$ cat src/rtl/song_recorder.sv
// song_recorder: captures player key hits (octave, note, length) as 8-bit song
// entries in an internal track RAM. The committed take can be replayed through
// a registered read port, just like a built-in song.
//
// Ports
//   clk, rst        system clock, synchronous active-high reset
//   en              record mode enable; low aborts an uncommitted take
//   start           pulse: begin (or restart) a take
//   stop            pulse: commit the take
//   undo            pulse: drop the last entry
//   hit             pulse: capture current keys as one entry
//   oct_up/oct_down pulses: saturating octave change
//   note_key        one-hot note key (all zero = rest)
//   length_key      length select, highest set bit wins
//   rd_addr         playback read address
//   rd_data         {octave, note, length}, one cycle after rd_addr
//   track_len       committed entry count (0..DEPTH)
//   track_valid     a non-empty take has been committed
//   recording       high while in REC
//   wr_ack          pulse: entry written
//   rej             pulse: hit rejected
//   full            take has DEPTH entries while in REC
//   octave          current octave
module song_recorder #(
    parameter  int unsigned NOTE_KEYS   = 7,
    parameter  int unsigned LEN_KEYS    = 4,
    parameter  int unsigned OCT_MAX     = 2,
    parameter  int unsigned OCT_DEFAULT = 1,
    parameter  int unsigned DEPTH       = 64,
    localparam int unsigned ADDR_W      = $clog2(DEPTH),
    localparam int unsigned PTR_W       = ADDR_W + 1
) (
    input  logic                 clk,
    input  logic                 rst,
    input  logic                 en,
    input  logic                 start,
    input  logic                 stop,
    input  logic                 undo,
    input  logic                 hit,
    input  logic                 oct_up,
    input  logic                 oct_down,
    input  logic [NOTE_KEYS-1:0] note_key,
    input  logic [LEN_KEYS-1:0]  length_key,
    input  logic [ADDR_W-1:0]    rd_addr,
    output logic [7:0]           rd_data,
    output logic [PTR_W-1:0]     track_len,
    output logic                 track_valid,
    output logic                 recording,
    output logic                 wr_ack,
    output logic                 rej,
    output logic                 full,
    output logic [1:0]           octave
);

    typedef enum logic [1:0] {
        IDLE   = 2'd0,
        REC    = 2'd1,
        COMMIT = 2'd2
    } state_t;

    state_t           state, state_nx;
    logic [PTR_W-1:0] wr_ptr, wr_ptr_nx;
    logic [PTR_W-1:0] track_len_nx;
    logic             track_valid_nx;
    logic [1:0]       octave_nx;
    logic             we, wr_ack_nx, rej_nx;

    logic [7:0]       ram [DEPTH];

    logic [3:0]       note_cnt;
    logic [2:0]       note_code, len_code;
    logic             entry_ok;
    logic [7:0]       entry;

    // Key encode: note index+1 of the single set bit, length index+1 of the highest set bit.
    always_comb begin
        note_cnt  = '0;
        note_code = '0;
        len_code  = '0;
        for (int i = 0; i < int'(NOTE_KEYS); i++) begin
            if (note_key[i]) begin
                note_cnt  = note_cnt + 4'd1;
                note_code = 3'(i + 1);
            end
        end
        for (int i = 0; i < int'(LEN_KEYS); i++) begin
            if (length_key[i]) len_code = 3'(i + 1);
        end
        entry_ok = (note_cnt <= 4'd1) && (len_code != 3'd0);
        entry    = {octave, note_code, len_code};
    end

    // Next-state, pointer, commit and pulse logic.
    always_comb begin
        state_nx       = state;
        wr_ptr_nx      = wr_ptr;
        track_len_nx   = track_len;
        track_valid_nx = track_valid;
        octave_nx      = octave;
        we             = 1'b0;
        wr_ack_nx      = 1'b0;
        rej_nx         = 1'b0;

        if (!en) begin
            // Abort: the take in progress is never committed.
            state_nx = IDLE;
        end else begin
            if (oct_up && !oct_down && (octave < 2'(OCT_MAX))) begin
                octave_nx = octave + 2'd1;
            end else if (oct_down && !oct_up && (octave != 2'd0)) begin
                octave_nx = octave - 2'd1;
            end

            unique case (state)
                IDLE, REC: begin
                    if (start) begin
                        state_nx       = REC;
                        wr_ptr_nx      = '0;
                        track_len_nx   = '0;
                        track_valid_nx = 1'b0;
                        octave_nx      = 2'(OCT_DEFAULT);
                    end else if (state == REC) begin
                        // Undo takes priority over a coincident hit.
                        if (undo) begin
                            rej_nx = hit;
                            if (wr_ptr != '0) wr_ptr_nx = wr_ptr - PTR_W'(1);
                        end else if (hit) begin
                            if (!entry_ok || (wr_ptr == PTR_W'(DEPTH))) begin
                                rej_nx = 1'b1;
                            end else begin
                                we        = 1'b1;
                                wr_ack_nx = 1'b1;
                                wr_ptr_nx = wr_ptr + PTR_W'(1);
                            end
                        end
                        // COMMIT samples wr_ptr after this cycle's hit/undo.
                        if (stop) state_nx = COMMIT;
                    end
                end
                COMMIT: begin
                    track_len_nx   = wr_ptr;
                    track_valid_nx = (wr_ptr != '0);
                    state_nx       = IDLE;
                end
                default: state_nx = IDLE;
            endcase
        end
    end

    // State and output registers; recording/full are registered from next-state values.
    always_ff @(posedge clk) begin
        if (rst) begin
            state       <= IDLE;
            wr_ptr      <= '0;
            track_len   <= '0;
            track_valid <= 1'b0;
            octave      <= 2'(OCT_DEFAULT);
            wr_ack      <= 1'b0;
            rej         <= 1'b0;
            recording   <= 1'b0;
            full        <= 1'b0;
        end else begin
            state       <= state_nx;
            wr_ptr      <= wr_ptr_nx;
            track_len   <= track_len_nx;
            track_valid <= track_valid_nx;
            octave      <= octave_nx;
            wr_ack      <= wr_ack_nx;
            rej         <= rej_nx;
            recording   <= (state_nx == REC);
            full        <= (state_nx == REC) && (wr_ptr_nx == PTR_W'(DEPTH));
        end
    end

    // Track RAM write port; contents survive reset.
    always_ff @(posedge clk) begin
        if (we && !rst) ram[wr_ptr[ADDR_W-1:0]] <= entry;
    end

    // Registered read port; a same-address write returns the old entry.
    always_ff @(posedge clk) begin
        if (rst) rd_data <= '0;
        else     rd_data <= ram[rd_addr];
    end

endmodule

$ cat config.mk
export PLATFORM = sky130hd
export DESIGN_NAME = song_recorder
export DESIGN_NICKNAME = d
export VERILOG_FILES = /design/src/rtl/song_recorder.sv
export SDC_FILE = /design/constraint.sdc
export NUM_CORES = 1
export LEC_CHECK = 0
export BUFFER_PORTS_ARGS = -buffer_cell sky130_fd_sc_hd__buf_4
export CORE_UTILIZATION = 65
export CTS_BUF_LIST = sky130_fd_sc_hd__clkbuf_4
export CTS_CLUSTER_SIZE = 30
export DETAILED_ROUTE_END_ITERATION = 12
export PLACE_DENSITY = 0.84
export SETUP_SLACK_MARGIN = 0.1
export SKIP_LAST_GASP = 1
export SYNTH_ARGS = -nofsm -noshare
export SYNTH_HDL_FRONTEND = slang
export SYNTH_SLANG_ARGS = --single-unit
$ cat constraint.sdc
create_clock -name clk -period 15 [get_ports clk]
set_clock_uncertainty 0.2 [all_clocks]
set_input_delay 0.75 -clock clk [delete_from_list [all_inputs] [get_ports clk]]
set_output_delay 0.75 -clock clk [all_outputs]
set_load 0.01 [all_outputs]
==> results of run 1 <==
registers in the layout, summed over array words and instances (netlist names):
signal,flops
track_valid,1
recording,1
state,2
wr_ack,1
ram,512
octave,2
rd_data,8
track_len,7
full,1
wr_ptr,7
rej,1
final cells by class:
| type | count | area, sq um | share of cell area, % |
|---|---|---|---|
| antenna | 1 | 2.50 | 0.0103 |
| clock buffer | 177 | 1330 | 5.48 |
| clock inverter | 62 | 335 | 1.38 |
| inverter | 10 | 37.5 | 0.155 |
| multi-input combinational | 459 | 5530 | 22.8 |
| sequential | 543 | 16000 | 66.0 |
| tap | 442 | 553 | 2.28 |
| timing repair buffer | 57 | 442 | 1.82 |
routing by layer:
layer	vias up	part of all wire, %	wire [microns]
met4	0	3.3	1680
met5	-	0	0
met2	916	49	24700
li1	4761	-	-
met1	5939	37	18800
met3	132	11	5380
through the flow:
step	hold WS, ns	setup WS (ns)
3_3_place_gp	0.243	8.48
5_1_grt	0.0891	8.82
3_5_place_dp	0.244	8.35
4_1_cts	0.0562	9.26
6_report	0.105	9.15
2_1_floorplan	0.276	9.56
critical path, cell delays in order:
cell	delay, ns
buf_4	0.09
inv_1	0.04
ha_1	0.34
xor2_2	0.28
ha_1	0.27
nand2_1	0.09
o31ai_1	0.10
ha_1	0.30
mux2_2	0.31
ha_1	0.30
inv_1	0.05
a21oi_1	0.14
ha_1	0.16
nand2_1	0.06
xnor2_1	0.18
xnor2_1	0.12
a211oi_4	0.29
nand4b_1	0.24
nor4_4	0.36
nand4_1	0.76
nor2_1	0.86
cell families (layout without fill, tap and decap cells):
kind of cell	count (synthesis)	after routing	synth area share (%)
adders and majority gates	11	11	0.633
and+or+nand+nor	208	208	4.79
xor gates and xnor gates	11	11	0.547
AOI/OAI and AO/OA	59	59	1.79
muxes	170	170	17.5
DFF	543	543	73.6
buffers and inverters	68	306	1.19
other	0	1	0
power breakdown:
part | switching [W] | internal, W
Sequential | 0.00000146 | 0.00166
Clock | 0.000606 | 0.000582
Combinational | 0.000105 | 0.0000753
Total | 0.000713 | 0.00232
cell usage in the layout, fill, tap and decap left out, drive strengths merged, types with 4 or more instances in the layout:
cell type / n
clkbuf: 178
clkinvlp: 4
inv: 15
dfxtp: 31
a21oi: 24
or2: 4
xor2: 5
nand4: 7
ha: 11
nor2: 94
edfxtp: 512
o21ai: 15
buf: 53
nor2b: 16
clkinv: 52
xnor2: 5
nor3: 9
nand3: 20
nand2b: 4
nand2: 33
mux4: 168
worst max path at each step:
stage / start / end / depth (start not counted)
final: note_key[0] / ram[52][3] / 21
after global routing: note_key[0] / ram[60][1] / 21
after CTS: note_key[0] / ram[52][0] / 21
after detailed placement: note_key[0] / ram[52][0] / 21
after global placement: note_key[0] / ram[52][3] / 21
after floorplan: note_key[0] / ram[57][0] / 21
==> run_results.csv, run 1 <==
group,metric,value,unit
critical_path,worstPathRequired,15.27,ns
timing,worst_pin_slew,1.25,ns
cts,path_clk_slew,0.07,ns
place,place.port_buffers,47,
pwr,p_per_area,125,nW/um^2
cells_and_area,fin_area,24200,sq um
critical_path,cp.arrival,6.11,ns
place,place_area,22500,sq um
timing,finalHoldViolCount,0,
global_routing,antenna_found_initial,1,
global_routing,met1_usage,44.3,%
timing,clock.fmax,171,MHz
timing,min_period_over_period,39.0,%
drt,ant_nets,0,
timing,min_period,5.85,ns
critical_path,cp_max_fo,8,
synthesis,synth.top_cell.area_share,70.7,%
cts,cts.path.max_buffers,3,
drt,avgRoutedWirePerCell,28.9,microns
critical_path,reg2regPathDepth,7,
drt,vias,11700,
hold_path,hold_path.class,"input pin to flop",
place,gp_congestion,0.879,
global_routing,grt_pass1_wl,74900,microns
critical_path,cp-start-kind,"input pin",
cts,ctsResizeCount,0,
floorplanning,die-area,34200,sq um
cells_and_area,drive_gt1_share,34.3,%
synthesis,netlist_area,21700,sq um
global_routing,grt_max_degree,89,
floorplanning,initial_core_util,66.5,%
hold_path,hold_depth,2,
drt,routed_wl,50500,microns
cells_and_area,postLayoutCoreUtil,74.1,%
floorplanning,die_w,185,microns
critical_path,r2r_setup_slack,10.41,ns
critical_path,r2r_end,"ram[52][3]",
floorplanning,core,32700,sq um
hold_path,holdPathEnd,"rej",
floorplanning,die_h,185,microns
global_routing,grtUsageTotal,31.4,%
global_routing,grt_pass1_vias,11700,
global_routing,grt_use_met2,47.9,%
timing,relSlewSlack,16.8,%
global_routing,met3_usage,7.59,%
critical_path,critPathKind,"input pin to flop",
synthesis,yosysTopAreaCell,"edfxtp_1",
cells_and_area,instances_no_fill,1751,
critical_path,end_kind,"flop",
drt,first_iter_violations,1673,
cells_and_area,nFillCells,1821,
synthesis,yosysUniqueCellTypes,54,
timing,setup_viol,0,
timing,rsz0062_at_grt,"no",
global_routing,grt.busiest_layer,"met2",
status,outcome,"finished, final reports clean",
cts,cts_tree,"built",
synthesis,synthTopCellsByCount,"edfxtp_1, mux4_2, nor2_1, clkbuf_1, nand2_1",
drt,drtPass1Iterations,8,
cts,clock-sinks,543,
synthesis,synthFlopType,"edfxtp_1",
synthesis,synth_edf_count,512,
cts,clockRootBuffer,"clkbuf_4",
synthesis,ys_warn_count,0,
cts,cts_buffers,134,
cts,ctsHoldBuffers,3,
synthesis,synth.top_cells.by_area,"edfxtp_1, mux4_2, dfxtp_1, nor2_1, ha_1",
synthesis,syn_inst,1070,
synthesis,synth.net_count,1107,
synthesis,seq_area_frac_synth,73.6,%
synthesis,synth_seq_cells,543,
cts,clk_latency,0.86,ns
floorplanning,io-pin-count,48,
hold_path,hold_path.startpoint,"undo",
pwr,leakagePower,7.86,nW
timing,drv_slew,0,
cts,h-tree-depth,4,
cells_and_area,syn2layout_area_growth,11.4,%
pwr,power.total,0.00303,W
floorplanning,row_count,66,
timing,finalSetupTns,0,ns
flow_run,max_cap_viol_count,0,
cells_and_area,nNetsFinal,1242,
place,placedCellCount,1508,
synthesis,yosysMostFrequentCell,"edfxtp_1",
critical_path,reg2reg_from,"wr_ptr[3]",
global_routing,overflow,0,
pwr,peakVddDrop,0.0000674,V
cts,cts_setup_buffers,0,
drt,viasPerCell,6.71,
place,dpl.hpwl,30000,microns
drt,drc,0,
synthesis,synth_async_sr_flop_share,0,%
synthesis,avgSynthCellArea,20.3,sq um
Note: power is estimated with default switching activity, not from simulation.
==> run 2: changes to the inputs <==
Clock period 15 ns to 5.45 ns, I/O delays scaled along.
==> run_results.csv, run 2 (same netlist as run 1, synthesis figures left out) <==
group,metric,value,unit
drt,viasPerCell,6.45,
floorplanning,io-pin-count,48,
timing,finalSetupTns,0,ns
timing,relSlewSlack,36.3,%
critical_path,worstSetupEndpoint,"ram[20][5]",
timing,rsz0062_at_grt,"yes",
global_routing,grt_pass1_wl,74100,microns
flow_run,max_cap_viol_count,0,
cts,clk_latency,0.80,ns
pwr,p_int,0.00664,W
pwr,combPwrFrac,6.0,%
pwr,leakagePower,8.41,nW
critical_path,reg2reg_from,"wr_ptr[0]",
pwr,p_per_area,338,nW/um^2
status,outcome,"finished, final reports clean",
timing,clock.fmax,194,MHz
drt,drtPass1Iterations,5,
cells_and_area,postLayoutCoreUtil,76.7,%
global_routing,grt_max_degree,90,
cells_and_area,nNetsFinal,1336,
pwr,seqPwrFrac,53.9,%
critical_path,cp_max_fo,8,
cts,h-tree-depth,4,
drt,avgRoutedWirePerCell,26.9,microns
timing,worst_pin_slew,0.955,ns
floorplanning,die-area,34200,sq um
pwr,peakVddDrop,0.000185,V
global_routing,antenna_found_initial,2,
pwr,power.switching,0.00185,W
timing,min_period,5.16,ns
critical_path,end_kind,"flop",
cells_and_area,drive_gt1_share,38.5,%
cts,cts_tree,"built",
drt,ant_nets,0,
cells_and_area,syn2layout_area_growth,15.3,%
place,gp_congestion,0.888,
critical_path,r2r_setup_slack,1.15,ns
cts,cts.path.max_buffers,3,
timing,drv_slew,0,
floorplanning,die_h,185,microns
cts,clock-sinks,543,
timing,setup_viol,0,
pwr,p_sw_share,21.8,%
cts,clockRootBuffer,"clkbuf_4",
timing,finalHoldViolCount,0,
cts,path_clk_slew,0.06,ns
timing,whs,0.144,ns
cts,cts_buffers,135,
drt,vias,11900,
critical_path,worstPathRequired,5.73,ns
place,place.port_buffers,47,
cells_and_area,final_common_cell,"edfxtp_1",
timing,min_period_over_period,94.6,%
hold_path,hold_path.class,"input pin to flop",
place,dpl.hpwl,29700,microns
cells_and_area,largest_register_ffs,512,
pwr,p_clk_share,40.1,%
critical_path,critPathKind,"input pin to flop",
global_routing,grt_pass1_vias,12000,
floorplanning,core,32700,sq um
critical_path,reg2regPathDepth,13,
drt,routed_wl,49500,microns
global_routing,overflow,0,
cells_and_area,layout_common_cells,"edfxtp_1, clkbuf_4, mux4_2",
drt,first_iter_violations,1643,
drt,drc,0,
floorplanning,die_w,185,microns
critical_path,cp-start-kind,"input pin",
critical_path,r2r_end,"ram[20][5]",
critical_path,critPathLaunch,"note_key[1]",
floorplanning,row_count,66,
floorplanning,initial_core_util,66.5,%
critical_path,cp.arrival,5.44,ns
global_routing,grtUsageTotal,30.8,%
==> run 2: cell types whose count changed in the layout (fill, tap and decap cells not counted), moves of 3 or more <==
cell           previous run  this run
inv_2                     0         6
clkinv_1                 38        24
clkinv_2                  9         3
buf_4                    53       125
bufinv_16                 1         4
buf_6                     0         3
clkinvlp_4                4         0
inv_6                     5         0
clkinv_4                  5         0
dlygate4sd3_1             3        19
clkbuf_4                177       198
==> run 2: worst min path at each step <==
stage | from | endpoint | slack (ns) | cells past startpoint
global placement | track_len[0] | track_len[0] | 0.24 | 2
floorplan | rst | state[0] | 0.17 | 1
detailed placement | track_len[3] | track_len[3] | 0.25 | 2
CTS | note_key[6] | wr_ptr[2] | 0.08 | 7
finish | note_key[6] | wr_ptr[2] | 0.14 | 7
global route | note_key[6] | wr_ptr[2] | 0.15 | 7
==> run 2: final cells by class <==
type | count | area [sq um]
Tap cell | 442 | 553
Timing Repair Buffer | 150 | 1220
Clock buffer | 198 | 1490
Fill cell | 1765 | 7620
Multi-Input combinational cell | 459 | 5540
Antenna cell | 2 | 5.00
Clock inverter | 37 | 248
Sequential cell | 543 | 16000
Inverter | 10 | 37.5
==> run 2: what timing repair did <==
item	4_1_cts	5_1_grt
gates resized for setup	0	6
endpoints found under the setup margin	0	192
hold buffers	19	0
setup buffers	0	2
endpoints found under the hold margin	95	0
==> run 2: critical path: stages <==
cell and delay (ns):
buf_4 0.09, inv_1 0.05, ha_2 0.38, xor2_4 0.21
ha_1 0.26, nand2_1 0.09, o31ai_1 0.09, ha_1 0.29
mux2_2 0.30, ha_1 0.31, inv_1 0.05, a21oi_1 0.14
ha_1 0.16, nand2_1 0.07, xnor2_1 0.22, xnor2_1 0.13
a211oi_4 0.28, nand4b_1 0.19, dlygate4sd3_1 0.63, nor4_4 0.32
buf_4 0.18, nand4_1 0.10, buf_4 0.25, nor2_1 0.15
buf_4 0.21
==> run 2: power by group through the flow <==
stage	registers, W	logic [W]	clock network, W
6_report	0.00458	0.000508	0.00341
4_1_cts	0.00458	0.000506	0.00347
2_1_floorplan	0.00467	0.000317	0
3_3_place_gp	0.00467	0.000477	0
5_1_grt	0.00457	0.000540	0.00368
3_5_place_dp	0.00467	0.000491	0
==> run 2: stage by stage <==
stage | std cells | worst slack, ns | instance area (sq um) | total power (W)
after floorplan | 1070 | 0.485 | 21700 | 0.00499
after global placement | 1583 | 0.260 | 23100 | 0.00514
after detailed placement | 1583 | 0.0590 | 23100 | 0.00516
after CTS | 1837 | 0.361 | 25000 | 0.00855
after global routing | 1840 | 0.0718 | 25100 | 0.00879
final | 1841 | 0.292 | 25100 | 0.00849
==> run 2: metal layers <==
layer	track usage (%)	share of wire, %	vias to the layer above
li1	-	-	4955
met3	7.04	11	93
met4	10.2	2.0	0
met1	42.8	37	5993
met5	0	0	-
met2	49.2	51	833
